===== config.mk =====
export PLATFORM = sky130hd
export DESIGN_NAME = ahbl_splitter_n_flat
export DESIGN_NICKNAME = d
export VERILOG_FILES = /design/src/rtl/ahbl_splitter_n_if.sv /design/src/rtl/ahbl_splitter_n.sv /design/src/flat_wrapper.sv
export SDC_FILE = /design/constraint.sdc
export NUM_CORES = 1
export LEC_CHECK = 0
export CORE_AREA = 2 2 99 101
export CTS_CLUSTER_DIAMETER = 120
export DETAILED_ROUTE_END_ITERATION = 10
export DIE_AREA = 0 0 101 103
export DONT_BUFFER_PORTS = 1
export GPL_ROUTABILITY_DRIVEN = 0
export SETUP_SLACK_MARGIN = 0.1
export SYNTH_ARGS = -nofsm -noshare
export SYNTH_HDL_FRONTEND = slang
export SYNTH_SLANG_ARGS = --single-unit

===== constraint.sdc =====
create_clock -name HCLK -period 1.72 [get_ports HCLK]
set_input_delay 0.086 -clock HCLK [delete_from_list [all_inputs] [get_ports HCLK]]
set_output_delay 0.086 -clock HCLK [all_outputs]
set_load 0.01 [all_outputs]

===== src/rtl/ahbl_splitter_n_if.sv =====
// AHB-Lite splitter bus bundle: fabric-side address/data-phase signals plus
// the per-slave fan-out/fan-in vectors.
//   slave  : view taken by the splitter (fabric inputs, slave responses in,
//            fabric response and per-slave selects out)
//   master : view taken by the fabric/peripheral model driving the splitter
interface ahbl_splitter_n_if #(
  parameter int NS = 5
);
  logic              HSEL;
  logic [31:0]       HADDR;
  logic [1:0]        HTRANS;
  logic              HREADY;
  logic              HREADYOUT;
  logic              HRESP;
  logic [31:0]       HRDATA;
  logic [NS-1:0]     S_HSEL;
  logic [NS*32-1:0]  S_HRDATA;
  logic [NS-1:0]     S_HREADYOUT;
  logic [NS-1:0]     S_HRESP;

  modport slave (
    input  HSEL, HADDR, HTRANS, HREADY, S_HRDATA, S_HREADYOUT, S_HRESP,
    output HREADYOUT, HRESP, HRDATA, S_HSEL
  );

  modport master (
    output HSEL, HADDR, HTRANS, HREADY, S_HRDATA, S_HREADYOUT, S_HRESP,
    input  HREADYOUT, HRESP, HRDATA, S_HSEL
  );
endinterface


===== src/rtl/ahbl_splitter_n.sv =====
// AHB-Lite 1-to-NS peripheral splitter.
//  - Combinational address decode on HADDR[DEC_LO+:DEC_W] to a one-hot S_HSEL
//    (lowest matching slot wins).
//  - Data-phase response mux driven by the registered select sel_d.
//  - Built-in default slave: unmapped accesses get a two-cycle ERROR.
//  - Watchdog: a slave stalling TIMEOUT_CYC cycles is abandoned with an ERROR
//    pair and a sticky TO_FLAG / TO_SLOT record (TIMEOUT_CYC=0 disables).
// Ports:
//  HCLK, HRESETn     clock, synchronous active-low reset
//  bus (slave)       fabric HSEL/HADDR/HTRANS/HREADY in, HREADYOUT/HRESP/HRDATA
//                    out; S_HSEL out, S_HRDATA/S_HREADYOUT/S_HRESP in
//  TO_FLAG, TO_SLOT  sticky timeout flag and slot index of last timeout
//  TO_CLR            one-cycle pulse clearing TO_FLAG
module ahbl_splitter_n #(
  parameter int                  NS            = 5,
  parameter int                  DEC_LO        = 24,
  parameter int                  DEC_W         = 4,
  parameter logic [NS*DEC_W-1:0] SLOT_IDS      = {4'h4, 4'h3, 4'h2, 4'h1, 4'h0},
  parameter logic [31:0]         DEFAULT_RDATA = 32'hBADDBEEF,
  parameter int                  TIMEOUT_CYC   = 256
) (
  input  logic                  HCLK,
  input  logic                  HRESETn,
  ahbl_splitter_n_if.slave      bus,
  output logic                  TO_FLAG,
  output logic [3:0]            TO_SLOT,
  input  logic                  TO_CLR
);

  typedef enum logic [1:0] {NORM, ERR1, ERR2} st_t;

  localparam logic [15:0] TO_LIM = (TIMEOUT_CYC == 0) ? 16'd0 : 16'(TIMEOUT_CYC - 1);

  st_t           st;
  logic [NS-1:0] sel_d;
  logic [15:0]   wcnt;
  logic [NS-1:0] s_hsel;
  logic          xfer, miss, timeout;
  logic          m_rdy, m_resp;
  logic [31:0]   m_data;
  logic [3:0]    m_idx;

  // Reverse scan so the lowest matching slot is the one left set.
  always_comb begin
    s_hsel = '0;
    for (int i = NS - 1; i >= 0; i--)
      if (bus.HSEL && bus.HADDR[DEC_LO+:DEC_W] == SLOT_IDS[i*DEC_W+:DEC_W]) begin
        s_hsel    = '0;
        s_hsel[i] = 1'b1;
      end
  end
  assign bus.S_HSEL = s_hsel;

  assign xfer = bus.HSEL & bus.HTRANS[1] & bus.HREADY;
  assign miss = xfer & (s_hsel == '0);

  // Data-phase mux; sel_d is one-hot or zero, zero selects the default slave.
  always_comb begin
    m_rdy  = 1'b1;
    m_resp = 1'b0;
    m_data = DEFAULT_RDATA;
    m_idx  = 4'd0;
    for (int i = NS - 1; i >= 0; i--)
      if (sel_d[i]) begin
        m_rdy  = bus.S_HREADYOUT[i];
        m_resp = bus.S_HRESP[i];
        m_data = bus.S_HRDATA[i*32+:32];
        m_idx  = 4'(i);
      end
  end

  // Fires on the last allowed stall cycle, so the slave sees exactly
  // TIMEOUT_CYC stalled cycles before the splitter takes over with ERR1.
  assign timeout = (TIMEOUT_CYC != 0) && st == NORM && sel_d != '0 && !m_rdy
                   && wcnt == TO_LIM;

  always_comb begin
    bus.HREADYOUT = m_rdy;
    bus.HRESP     = m_resp;
    bus.HRDATA    = m_data;
    case (st)
      ERR1:    begin bus.HREADYOUT = 1'b0; bus.HRESP = 1'b1; bus.HRDATA = DEFAULT_RDATA; end
      ERR2:    begin bus.HREADYOUT = 1'b1; bus.HRESP = 1'b1; bus.HRDATA = DEFAULT_RDATA; end
      default: ;
    endcase
  end

  always_ff @(posedge HCLK) begin
    if (!HRESETn) begin
      st      <= NORM;
      sel_d   <= '0;
      wcnt    <= '0;
      TO_FLAG <= 1'b0;
      TO_SLOT <= '0;
    end else if (timeout) begin
      st      <= ERR1;
      sel_d   <= '0;
      wcnt    <= '0;
      TO_FLAG <= 1'b1;
      TO_SLOT <= m_idx;
    end else begin
      if (TO_CLR) TO_FLAG <= 1'b0;
      if (bus.HREADY) sel_d <= xfer ? s_hsel : '0;
      if (sel_d == '0 || st != NORM || m_rdy) wcnt <= '0;
      else                                    wcnt <= wcnt + 16'd1;
      case (st)
        NORM:    if (miss) st <= ERR1;
        ERR1:    st <= ERR2;
        ERR2:    st <= miss ? ERR1 : NORM;
        default: st <= NORM;
      endcase
    end
  end

  logic unused_ok;
  assign unused_ok = ^{bus.HTRANS[0], bus.HADDR};

endmodule


===== src/flat_wrapper.sv =====
// flat-port wrapper written by rule: the top's interface ports become plain ports
module ahbl_splitter_n_flat 
#(
  parameter int                  NS            = 5,
  parameter int                  DEC_LO        = 24,
  parameter int                  DEC_W         = 4,
  parameter logic [NS*DEC_W-1:0] SLOT_IDS      = {4'h4, 4'h3, 4'h2, 4'h1, 4'h0},
  parameter logic [31:0]         DEFAULT_RDATA = 32'hBADDBEEF,
  parameter int                  TIMEOUT_CYC   = 256
)
  (HCLK, HRESETn, TO_FLAG, TO_SLOT, TO_CLR, bus_HSEL, bus_HADDR, bus_HTRANS, bus_HREADY, bus_S_HRDATA, bus_S_HREADYOUT, bus_S_HRESP, bus_HREADYOUT, bus_HRESP, bus_HRDATA, bus_S_HSEL);
  ahbl_splitter_n_if #(.NS(NS)) bus_i ();
  input  logic HCLK;
  input  logic HRESETn;
  output logic TO_FLAG;
  output logic [3:0] TO_SLOT;
  input  logic TO_CLR;
  input wire logic [$bits(bus_i.HSEL)-1:0] bus_HSEL;
  input wire logic [$bits(bus_i.HADDR)-1:0] bus_HADDR;
  input wire logic [$bits(bus_i.HTRANS)-1:0] bus_HTRANS;
  input wire logic [$bits(bus_i.HREADY)-1:0] bus_HREADY;
  input wire logic [$bits(bus_i.S_HRDATA)-1:0] bus_S_HRDATA;
  input wire logic [$bits(bus_i.S_HREADYOUT)-1:0] bus_S_HREADYOUT;
  input wire logic [$bits(bus_i.S_HRESP)-1:0] bus_S_HRESP;
  output wire logic [$bits(bus_i.HREADYOUT)-1:0] bus_HREADYOUT;
  output wire logic [$bits(bus_i.HRESP)-1:0] bus_HRESP;
  output wire logic [$bits(bus_i.HRDATA)-1:0] bus_HRDATA;
  output wire logic [$bits(bus_i.S_HSEL)-1:0] bus_S_HSEL;
  assign bus_i.HSEL = bus_HSEL;
  assign bus_i.HADDR = bus_HADDR;
  assign bus_i.HTRANS = bus_HTRANS;
  assign bus_i.HREADY = bus_HREADY;
  assign bus_i.S_HRDATA = bus_S_HRDATA;
  assign bus_i.S_HREADYOUT = bus_S_HREADYOUT;
  assign bus_i.S_HRESP = bus_S_HRESP;
  assign bus_HREADYOUT = bus_i.HREADYOUT;
  assign bus_HRESP = bus_i.HRESP;
  assign bus_HRDATA = bus_i.HRDATA;
  assign bus_S_HSEL = bus_i.S_HSEL;
  ahbl_splitter_n #(.NS(NS), .DEC_LO(DEC_LO), .DEC_W(DEC_W), .SLOT_IDS(SLOT_IDS), .DEFAULT_RDATA(DEFAULT_RDATA), .TIMEOUT_CYC(TIMEOUT_CYC)) u_core (.HCLK(HCLK), .HRESETn(HRESETn), .bus(bus_i), .TO_FLAG(TO_FLAG), .TO_SLOT(TO_SLOT), .TO_CLR(TO_CLR));
endmodule

# Word-level counts from Yosys, hierarchy flattened
# Index checks and enable logic that the tools add are counted.
word_totals:
  register_bits: 28
  wordCells: 76
  inputBits: 209
op_classes:
  mux: 35
  n_reduce_logical: 21
  addsub: 1
  bitwise: 4
  n_eq_ne: 9
ops:
  columns: ["op", "count"]
  rows:
  - ["32-bit 2-to-1 mux", 6]
  - ["5-bit 2-to-1 mux", 6]
  - ["16-bit by 1-bit adder with 16-bit output (second input constant)", 1]
  - ["16-bit by 8-bit == test with 1-bit output (second input constant)", 1]
  - ["1-bit 2-to-1 mux", 15]
  - ["3-bit 2-to-1 mux", 5]
  - ["5-bit zero test", 2]
  - ["4-bit by 2-bit == test with 1-bit output (second input constant)", 2]
  - ["1-bit logical AND", 8]
  - ["2-bit one-hot mux with 3 select lines", 1]
  - ["5-bit nonzero test", 1]
  - ["4-bit by 1-bit == test with 1-bit output (second input constant)", 1]
  - ["4-bit by 3-bit == test with 1-bit output (second input constant)", 1]
  - ["4-bit zero test", 1]
  - ["2-bit nonzero test", 2]
  - ["2-bit OR reduction", 2]
  - ["1-bit bitwise AND", 3]
  - ["3-bit by 1-bit != test with 1-bit output (second input constant)", 1]
  - ["3-bit OR reduction", 1]
  - ["2-bit by 1-bit == test with 1-bit output (second input constant)", 1]
  - ["2-bit == test (second input constant)", 1]
  - ["2-bit zero test", 1]
  - ["1-bit logical OR", 2]
  - ["2-bit 2-to-1 mux", 1]
  - ["other kinds (4)", 4]

# Longest topological paths before layout
# Gate-level depths: netlist (run 1).
depth:
  ltp_word: 12
  mapped_depth: 7

# Least setup slack after synthesis (run 1)
# No wires, ideal clock.
synth_timing:
  kind: "register to output"
  start: "reg u_core.st[0]"
  end: "out bus_HREADYOUT"
  t_required_ns: 1.634
  arrival_time_ns: 1.419
  setup_slack_ns: 0.215
  stages_incl_launch_ff: 6
  path_cell_list: "dfxtp_1 inv_1 ha_1 buf_1 clkbuf_1 o31ai_1"
synth_via:
  elab_chain_len: 2
  word_cells_on_any_way: 3
  classes_between: "eq/ne: 2; mux: 1"
synth_lines:
  columns: ["element", "line_no", "rtl"]
  rows:
  - ["start: declaration", "ahbl_splitter_n.sv:34", "st_t st;"]
  - ["start signal: assignment", "ahbl_splitter_n.sv:109", "ERR2: st <= miss ? ERR1 : NORM;"]
  - ["2-bit == test or 2-bit by 1-bit == test with 1-bit output (tied branches)", "ahbl_splitter_n.sv:81", "case (st)"]
  - ["1-bit one-hot mux with 2 select lines (*)", "ahbl_splitter_n.sv:81", null]
  - ["end: declaration", "flat_wrapper.sv:25", "output wire logic [$bits(bus_i.HREADYOUT)-1:0] bus_HREADYOUT;"]
# Mark *: on every way between the ends. The rest lies on a longest branch, timed or not.

# Worst setup path in the final report (run 1)
layout_timing:
  start: "reg u_core.sel_d[2]"
  end: "out bus_HRDATA[4]"
layout_via:
  elab_chain_len: 4
layout_lines:
  columns: ["element", "line_no", "rtl"]
  rows:
  - ["start: declaration", "ahbl_splitter_n.sv:35", "logic [NS-1:0] sel_d;"]
  - ["start signal: assignment", "ahbl_splitter_n.sv:103", "if (bus.HREADY) sel_d <= xfer ? s_hsel : '0;"]
  - ["32-bit 2-to-1 mux (3 in series)", "ahbl_splitter_n.sv:64", "if (sel_d[i]) begin"]
  - ["32-bit 2-to-1 mux", "ahbl_splitter_n.sv:81", null]
  - ["end: declaration", "flat_wrapper.sv:27", "output wire logic [$bits(bus_i.HRDATA)-1:0] bus_HRDATA;"]
# No other way between the ends.

==> results of run 1 <==
-- logic make-up after synthesis --
group,synth area share
compound gates,0.436
xor+xnor,0.0429
fa+ha+maj,0.0255
buf+inv,0.0699
flops,0.220
mux,0.0122
other cells,0.00153
simple gates,0.191
-- what timing repair did --
item                                   CTS  global route
hold buffers                             3             0
cloned                                   5             2
setup buffers                           20             7
setup endpoints to repair               36            49
pin swaps                               23            29
gates resized for setup                 99            72
endpoints found under the hold margin    5             0
-- cells in the mapped netlist (all sizes together), types with 4 or more instances --
cell    instances  share of area
a211oi         11          0.040
a21oi           7          0.014
a221oi         24          0.086
a222oi          8          0.033
and2            4          0.010
buf            13          0.032
clkbuf         17          0.026
dfxtp          27           0.22
ha              5          0.026
inv             7          0.011
nand2          12          0.018
nand3           6          0.012
nand4           6          0.018
nor2           19          0.030
nor2b           8          0.020
nor3            7          0.014
nor4            4          0.019
o21ai          52           0.11
o22ai          33          0.084
or3             4          0.010
xor2           10          0.036
-- worst reg2reg max path, stage by stage, from the launching register on --
cell	delay, ns
sky130_fd_sc_hd__dfxtp_2	0.33
sky130_fd_sc_hd__buf_6	0.12
sky130_fd_sc_hd__nor2_4	0.19
sky130_fd_sc_hd__buf_6	0.13
sky130_fd_sc_hd__buf_6	0.10
sky130_fd_sc_hd__o311a_4	0.21
sky130_fd_sc_hd__buf_6	0.11
sky130_fd_sc_hd__o211ai_4	0.10
sky130_fd_sc_hd__clkbuf_16	0.19
sky130_fd_sc_hd__nor2_1	0.10
-- where the power goes --
group | switching, mW | internal [mW]
clock | 0.196 | 0.166
combinational | 0.113 | 0.128
sequential | 0.00198 | 0.621
total | 0.310 | 0.914
-- how the worst max path moves through the flow --
stage,from,to,slack [ns],cells after the start
after floorplan,u_core.st[0]$_SDFFE_PN0P_,bus_HREADYOUT,0.22,5
after global placement,u_core.st[0]$_SDFFE_PN0P_,bus_HRDATA[7],0.02,6
after detailed placement,u_core.st[0]$_SDFFE_PN0P_,bus_HRDATA[7],-0.02,6
after CTS,u_core.sel_d[3]$_SDFFE_PP0P_,bus_HRDATA[30],0.02,6
after global routing,u_core.sel_d[2]$_SDFFE_PP0P_,bus_HRDATA[4],-0.11,6
final,u_core.sel_d[2]$_SDFFE_PP0P_,bus_HRDATA[4],-0.03,6
-- metrics by stage --
stage          cells  utilization  total power, mW
2_1_floorplan    321            -            0.743
3_3_place_gp     465        0.314            0.794
3_5_place_dp     465        0.314            0.799
4_1_cts          497        0.386             1.20
5_1_grt          505        0.426             1.27
6_report         505        0.426             1.22
-- flip-flops by register name, indices dropped and copies added (netlist names) --
signal / count
u_core.sel_d: 5
u_core.TO_SLOT: 3
u_core.st: 2
u_core.wcnt: 16
u_core.TO_FLAG: 1
-- cell type report --
type | count | area (sq um) | share of cell area
sequential | 27 | 562 | 0.139
tap | 114 | 143 | 0.0354
multi-input combinational | 256 | 2240 | 0.555
timing repair buffer | 96 | 1010 | 0.252
clock buffer | 4 | 45.0 | 0.0112
inverter | 8 | 30.0 | 0.00744
-- routing by layer --
metal	global-route usage	wire length, um	vias to the layer above
met2	0.358	6580	160
li1	-	-	1425
met5	0	0	-
met3	0.0407	951	23
met4	0.0696	307	0
met1	0.243	4590	1471
==> metrics.txt, run 1 <==
# TYPE chip_impl_metric gauge
chip_impl_metric{name="sequential_to_total_area_share_from_yosys_stat",unit=""} 0.220
chip_impl_metric{name="route.detailed.drc",unit=""} 0
chip_impl_metric{name="asyncSetResetFlopFracSynth",unit=""} 0
chip_impl_metric{name="synthDistinctLibCells",unit=""} 55
chip_impl_metric{name="die_height",unit="um"} 103
chip_impl_metric{name="clock_sink_count",unit=""} 27
chip_impl_metric{name="detailroute.via_count",unit=""} 3079
chip_impl_metric{name="port_buffers",unit=""} 0
chip_impl_metric{name="globalRouteOverflowTotal",unit=""} 0
chip_impl_metric{name="average_wire_per_standard_cell",unit="um"} 24.6
chip_impl_metric{name="timing.reg2reg.setup_slack",unit="ns"} 0.09
chip_impl_metric{name="insertion_delay",unit="ns"} 0.27
chip_impl_metric{name="yosysWarningCount",unit=""} 0
chip_impl_metric{name="timing.final.max_slew_violations",unit=""} 0
chip_impl_metric{name="timing.final.hold_violations",unit=""} 0
chip_impl_info{name="regToRegEndpoint",value="u_core.wcnt[2]$_SDFF_PP0_"} 1
chip_impl_metric{name="static-leakage-power",unit="nW"} 1.39
chip_impl_metric{name="antennaDiodeCount",unit=""} 0
chip_impl_metric{name="grt_first_pass_wirelength",unit="mm"} 15.7
chip_impl_metric{name="number_of_storage_elements_in_the_synthesis_netlist",unit=""} 27
chip_impl_metric{name="numCtsBuffers",unit=""} 3
chip_impl_info{name="most-common-layout-cells",value="sky130_fd_sc_hd__buf_4 (59), sky130_fd_sc_hd__o22ai_1 (30), sky130_fd_sc_hd__o21ai_1 (27)"} 1
chip_impl_info{name="rsz0062_at_grt",value="yes"} 1
chip_impl_metric{name="worstPathRequired",unit="ns"} 1.63
chip_impl_info{name="holdCritPathClass",value="input port to flop"} 1
chip_impl_metric{name="area_growth",unit="%"} 64.5
chip_impl_metric{name="detailed_route_iter0_violations",unit=""} 204
chip_impl_metric{name="postSynthAreaPerCell",unit="sq um"} 7.64
chip_impl_metric{name="hold_depth",unit=""} 2
chip_impl_metric{name="detail_route.vias_per_cell",unit=""} 6.10
chip_impl_metric{name="worst_ep_arrival_time",unit="ns"} 1.66
chip_impl_metric{name="dr.pass1.iters",unit=""} 7
chip_impl_metric{name="layout-drive-gt1-share",unit=""} 0.476
chip_impl_info{name="path_class",value="flop to primary output"} 1
chip_impl_metric{name="synth_net_count",unit=""} 535
chip_impl_metric{name="max_clock_freq",unit="GHz"} 0.572
chip_impl_metric{name="fp-row-count",unit=""} 36
chip_impl_metric{name="h-tree-depth",unit=""} 1
chip_impl_metric{name="synth_edf_count",unit=""} 0
chip_impl_metric{name="timing.setup.tns",unit="ns"} -0.0631
chip_impl_metric{name="fp.coreArea",unit="sq um"} 9460
chip_impl_metric{name="skew",unit="ns"} 0.00422
chip_impl_metric{name="worstMarginPinSlew",unit="ns"} 0.501
chip_impl_metric{name="layout.nets",unit=""} 606
chip_impl_metric{name="maxCapViolations",unit=""} 0
chip_impl_metric{name="post-route-period-util",unit=""} 1.02
chip_impl_metric{name="grt_antenna_before_repair",unit=""} 0
chip_impl_info{name="worst_r2r_startpoint",value="u_core.sel_d[1]$_SDFFE_PP0P_"} 1
chip_impl_metric{name="fin_area",unit="sq um"} 4030
chip_impl_info{name="slowest_cell_on_crit_path",value="sky130_fd_sc_hd__dfxtp_4"} 1
chip_impl_info{name="most_frequent_cell_on_critical_path",value="sky130_fd_sc_hd__buf_6"} 1
chip_impl_metric{name="synthesized_area",unit="sq um"} 2450
chip_impl_info{name="cts_tree",value="built"} 1
chip_impl_metric{name="placed_area",unit="sq um"} 2970
chip_impl_info{name="synth_top_flop_cell",value="sky130_fd_sc_hd__dfxtp_1"} 1
chip_impl_metric{name="netlist_instances",unit=""} 321
chip_impl_info{name="status",value="finished, violations left"} 1
chip_impl_metric{name="die_width",unit="um"} 101
chip_impl_metric{name="die_area",unit="sq um"} 10400
chip_impl_metric{name="worst_slew_margin_rel",unit=""} 0.663
chip_impl_metric{name="critPathMaxStageDelay",unit="ns"} 0.40
chip_impl_metric{name="num_io_pins",unit=""} 253
chip_impl_metric{name="pin_count_of_the_biggest_net_entering_global_routing",unit=""} 26
chip_impl_info{name="critical_path.endpoint_type",value="primary output"} 1
chip_impl_metric{name="setup_ws",unit="ns"} -0.0287
chip_impl_metric{name="antenna_violating_nets_post_route",unit=""} 0
chip_impl_metric{name="grt_use_total",unit=""} 0.202
chip_impl_info{name="critPathTopFamily",value="compound AO/OA/AOI/OAI gates"} 1
chip_impl_metric{name="cp_num_buf_inv",unit=""} 3
chip_impl_metric{name="place_ws",unit="ns"} -0.0242
chip_impl_metric{name="worst-r2r-cell-count",unit=""} 9
chip_impl_info{name="clk_root_buffer_cell",value="sky130_fd_sc_hd__clkbuf_8"} 1
chip_impl_metric{name="route.final.wire_length",unit="mm"} 12.4
chip_impl_info{name="hold_path_end",value="u_core.sel_d[1]$_SDFFE_PP0P_"} 1
chip_impl_metric{name="initial_core_util",unit=""} 0.259
chip_impl_info{name="layout_commonest_cell",value="sky130_fd_sc_hd__buf_4"} 1
chip_impl_metric{name="worst_setup_hold_path_clk_slew",unit="ns"} 0.09
chip_impl_metric{name="clockBufferDepth",unit=""} 2
chip_impl_metric{name="final_period_minus_worst_setup_slack",unit="ns"} 1.75
chip_impl_info{name="critPathLaunchType",value="flop"} 1
chip_impl_metric{name="cp_max_fo",unit=""} 5
chip_impl_info{name="failing_checks",value="setup timing"} 1
chip_impl_info{name="ordered_list_of_cells_on_the_worst_path",value="buf_6 > nor2b_4 > buf_6 > a222oi_1 > a211oi_2 > buf_4"} 1
chip_impl_metric{name="n_fill_cell",unit=""} 915
chip_impl_info{name="min_from",value="bus_HREADY"} 1
chip_impl_metric{name="grt_pass1_vias",unit=""} 2746
chip_impl_metric{name="pwr_density_cell",unit="nW/um^2"} 304
chip_impl_metric{name="worst_vdd_rail_ir_drop",unit="mV"} 0.302
chip_impl_metric{name="detailedPlacementHpwl",unit="mm"} 8.96
chip_impl_metric{name="setup_violations",unit=""} 3
chip_impl_metric{name="hold_ws",unit="ns"} 0.00550
Power figures use the tool's default switching activity.
==> run 2, diff against run 1 <==
- SETUP_SLACK_MARGIN: 0.1 -> 0.02
==> metrics.txt, run 2 (synthesis results as in run 1) <==
# TYPE chip_impl_metric gauge
chip_impl_metric{name="cp_max_fo",unit=""} 8
chip_impl_info{name="worst_r2r_startpoint",value="u_core.sel_d[1]$_SDFFE_PP0P_"} 1
chip_impl_metric{name="max_clock_freq",unit="GHz"} 0.577
chip_impl_metric{name="detailedPlacementHpwl",unit="mm"} 8.96
chip_impl_metric{name="final_period_minus_worst_setup_slack",unit="ns"} 1.73
chip_impl_metric{name="static-leakage-power",unit="nW"} 1.24
chip_impl_metric{name="detailroute.via_count",unit=""} 2968
chip_impl_metric{name="maxCapViolations",unit=""} 0
chip_impl_metric{name="timing.final.max_slew_violations",unit=""} 0
chip_impl_metric{name="post-route-period-util",unit=""} 1.01
chip_impl_metric{name="die_width",unit="um"} 101
chip_impl_metric{name="numCtsBuffers",unit=""} 3
chip_impl_metric{name="met2_wirelength",unit="mm"} 6.09
chip_impl_metric{name="n_fill_cell",unit=""} 955
chip_impl_info{name="min_from",value="bus_HREADY"} 1
chip_impl_info{name="uppermost_metal_layer_occupied_by_signal_nets",value="met4"} 1
chip_impl_metric{name="hold_depth",unit=""} 2
chip_impl_metric{name="grt_antenna_before_repair",unit=""} 2
chip_impl_info{name="cts_tree",value="built"} 1
chip_impl_info{name="holdCritPathClass",value="input port to flop"} 1
chip_impl_metric{name="clock_sink_count",unit=""} 27
chip_impl_info{name="hold_path_end",value="u_core.sel_d[1]$_SDFFE_PP0P_"} 1
chip_impl_info{name="critical_path.endpoint_type",value="primary output"} 1
chip_impl_metric{name="grt_use_total",unit=""} 0.191
chip_impl_info{name="path_class",value="flop to primary output"} 1
chip_impl_metric{name="worst_ep_arrival_time",unit="ns"} 1.65
chip_impl_metric{name="setup_ws",unit="ns"} -0.0139
chip_impl_metric{name="num_io_pins",unit=""} 253
chip_impl_metric{name="timing.setup.tns",unit="ns"} -0.0259
chip_impl_metric{name="insertion_delay",unit="ns"} 0.27
chip_impl_metric{name="worst_slew_margin_rel",unit=""} 0.662
chip_impl_metric{name="route.detailed.drc",unit=""} 0
chip_impl_info{name="failing_checks",value="setup timing"} 1
chip_impl_metric{name="worstMarginPinSlew",unit="ns"} 0.502
chip_impl_metric{name="dr.pass1.iters",unit=""} 6
chip_impl_metric{name="clock_power_share",unit=""} 0.300
chip_impl_metric{name="port_buffers",unit=""} 0
chip_impl_metric{name="pwr_density_cell",unit="nW/um^2"} 331
chip_impl_metric{name="fin_area",unit="sq um"} 3600
chip_impl_metric{name="fp-row-count",unit=""} 36
chip_impl_metric{name="setup_violations",unit=""} 2
chip_impl_metric{name="placed_area",unit="sq um"} 2970
chip_impl_metric{name="worst_vdd_rail_ir_drop",unit="mV"} 0.300
chip_impl_metric{name="detail_route.vias_per_cell",unit=""} 6.03
chip_impl_metric{name="antenna_violating_nets_post_route",unit=""} 0
chip_impl_metric{name="die_height",unit="um"} 103
chip_impl_info{name="layout_commonest_cell",value="sky130_fd_sc_hd__buf_4"} 1
chip_impl_metric{name="area.sequential",unit="sq um"} 559
chip_impl_info{name="most-common-layout-cells",value="sky130_fd_sc_hd__buf_4 (57), sky130_fd_sc_hd__o22ai_1 (30), sky130_fd_sc_hd__o21ai_1 (24), sky130_fd_sc_hd__o21ai_0 (24), sky130_fd_sc_hd__dfxtp_1 (20)"} 1
chip_impl_metric{name="die_area",unit="sq um"} 10400
chip_impl_metric{name="fraction_of_power_consumed_by_combinational_cells",unit=""} 0.177
chip_impl_metric{name="clockBufferDepth",unit=""} 2
chip_impl_metric{name="worst-r2r-cell-count",unit=""} 6
chip_impl_info{name="register_with_the_most_flip_flops",value="u_core.wcnt"} 1
chip_impl_metric{name="p_seq_frac",unit=""} 0.523
chip_impl_metric{name="worstPathRequired",unit="ns"} 1.63
chip_impl_metric{name="power_switching_share",unit=""} 0.247
chip_impl_metric{name="drt-met1-wl",unit="mm"} 4.44
chip_impl_metric{name="grt_pass1_vias",unit=""} 2608
chip_impl_metric{name="hold_ws",unit="ns"} 0.0130
chip_impl_metric{name="total_switching_power",unit="uW"} 294
chip_impl_metric{name="detailroute.wirelength.met3",unit="um"} 840
chip_impl_metric{name="layout-drive-gt1-share",unit=""} 0.372
chip_impl_metric{name="globalRouteOverflowTotal",unit=""} 0
chip_impl_metric{name="area_growth",unit="%"} 46.7
chip_impl_info{name="rsz0062_at_grt",value="yes"} 1
chip_impl_metric{name="layout.nets",unit=""} 591
chip_impl_metric{name="skew",unit="ns"} 0.00521
chip_impl_metric{name="h-tree-depth",unit=""} 1
chip_impl_metric{name="detailed_route_iter0_violations",unit=""} 195
chip_impl_metric{name="multiInputGateArea",unit="sq um"} 2030
chip_impl_metric{name="pin_count_of_the_biggest_net_entering_global_routing",unit=""} 26
chip_impl_metric{name="fp.coreArea",unit="sq um"} 9460
chip_impl_metric{name="worst_setup_hold_path_clk_slew",unit="ns"} 0.08
chip_impl_metric{name="timing.final.hold_violations",unit=""} 0
chip_impl_info{name="critPathLaunchType",value="flop"} 1
chip_impl_metric{name="average_wire_per_standard_cell",unit="um"} 23.6
chip_impl_info{name="regToRegEndpoint",value="u_core.st[0]$_SDFFE_PN0P_"} 1
chip_impl_metric{name="largest_reg_flops",unit=""} 16
chip_impl_metric{name="internal-power",unit="uW"} 895
chip_impl_info{name="clk_root_buffer_cell",value="sky130_fd_sc_hd__clkbuf_8"} 1
chip_impl_metric{name="grt_first_pass_wirelength",unit="mm"} 14.9
chip_impl_metric{name="timing.reg2reg.setup_slack",unit="ns"} 0.07
chip_impl_metric{name="initial_core_util",unit=""} 0.259
chip_impl_info{name="status",value="finished, violations left"} 1
chip_impl_metric{name="route.final.wire_length",unit="mm"} 11.6
chip_impl_info{name="biggestRegsByFlops",value="u_core.wcnt x16, u_core.sel_d x5, u_core.TO_SLOT x3"} 1
[run 2: cell types whose count changed in the layout (fill, tap and decap cells not counted), moves of 3 or more]
cell / before / now
sky130_fd_sc_hd__o21ai_2: 11 / 4
sky130_fd_sc_hd__a21oi_2: 3 / 0
sky130_fd_sc_hd__o21ai_0: 14 / 24
sky130_fd_sc_hd__a221oi_2: 18 / 13
sky130_fd_sc_hd__o21ai_1: 27 / 24
sky130_fd_sc_hd__nor3_1: 4 / 7
sky130_fd_sc_hd__buf_6: 19 / 11
sky130_fd_sc_hd__a221oi_1: 0 / 7
sky130_fd_sc_hd__nor3_2: 3 / 0
sky130_fd_sc_hd__a21oi_1: 4 / 7
[run 2: how the worst max path moves through the flow]
stage                           to                    startpoint  slack (ns)  cells after the start
floorplan            bus_HREADYOUT     u_core.st[0]$_SDFFE_PN0P_        0.22                      5
global placement     bus_HRDATA[7]     u_core.st[0]$_SDFFE_PN0P_        0.02                      6
detailed placement   bus_HRDATA[7]     u_core.st[0]$_SDFFE_PN0P_       -0.02                      6
CTS                 bus_HRDATA[15]  u_core.sel_d[1]$_SDFFE_PP0P_       0.003                      6
global route         bus_HRDATA[4]  u_core.sel_d[2]$_SDFFE_PP0P_       -0.11                      6
finish              bus_HRDATA[17]  u_core.sel_d[2]$_SDFFE_PP0P_       -0.01                      5
[run 2: per-layer routing]
layer,vias up,track usage
met2,161,0.337
li1,1394,-
met3,13,0.0380
met4,0,0.0603
met1,1400,0.233
met5,-,0
[run 2: final cells by class]
type	count	share of cell area
clock buffer	4	0.0125
inverter	8	0.00834
sequential	27	0.155
multi-input combinational	256	0.563
antenna	2	0.00139
timing repair buffer	81	0.219
tap	114	0.0396
[run 2: power by group through the flow]
stage | Clock, mW | Combinational, mW | Sequential, mW
after floorplan | 0 | 0.100 | 0.643
final | 0.357 | 0.210 | 0.623
after global routing | 0.388 | 0.225 | 0.623
after detailed placement | 0 | 0.156 | 0.643
after CTS | 0.369 | 0.184 | 0.623
after global placement | 0 | 0.152 | 0.643
[run 2: worst max-delay path, stage by stage, from the launching register on]
cell	delay, ns
sky130_fd_sc_hd__dfxtp_4	0.38
sky130_fd_sc_hd__buf_6	0.12
sky130_fd_sc_hd__buf_4	0.16
sky130_fd_sc_hd__a222oi_1	0.39
sky130_fd_sc_hd__a211oi_2	0.15
sky130_fd_sc_hd__buf_4	0.17
[run 2: per-stage QoR]
step	power, mW	util	cells	setup slack (ns)
finish	1.19	0.380	492	-0.0139
detailed placement	0.799	0.314	465	-0.0242
CTS	1.18	0.354	484	0.00303
global placement	0.794	0.314	465	0.0158
floorplan	0.743	-	321	0.215
global route	1.24	0.380	492	-0.105
[run 2: timing repair]
item	4_1_cts	5_1_grt
buffers inserted	11	4
hold buffers	3	0
hold endpoints to repair	5	0
gates resized for setup	50	49
pin swaps	14	17
endpoints found under the setup margin	34	38
gates cloned	1	2
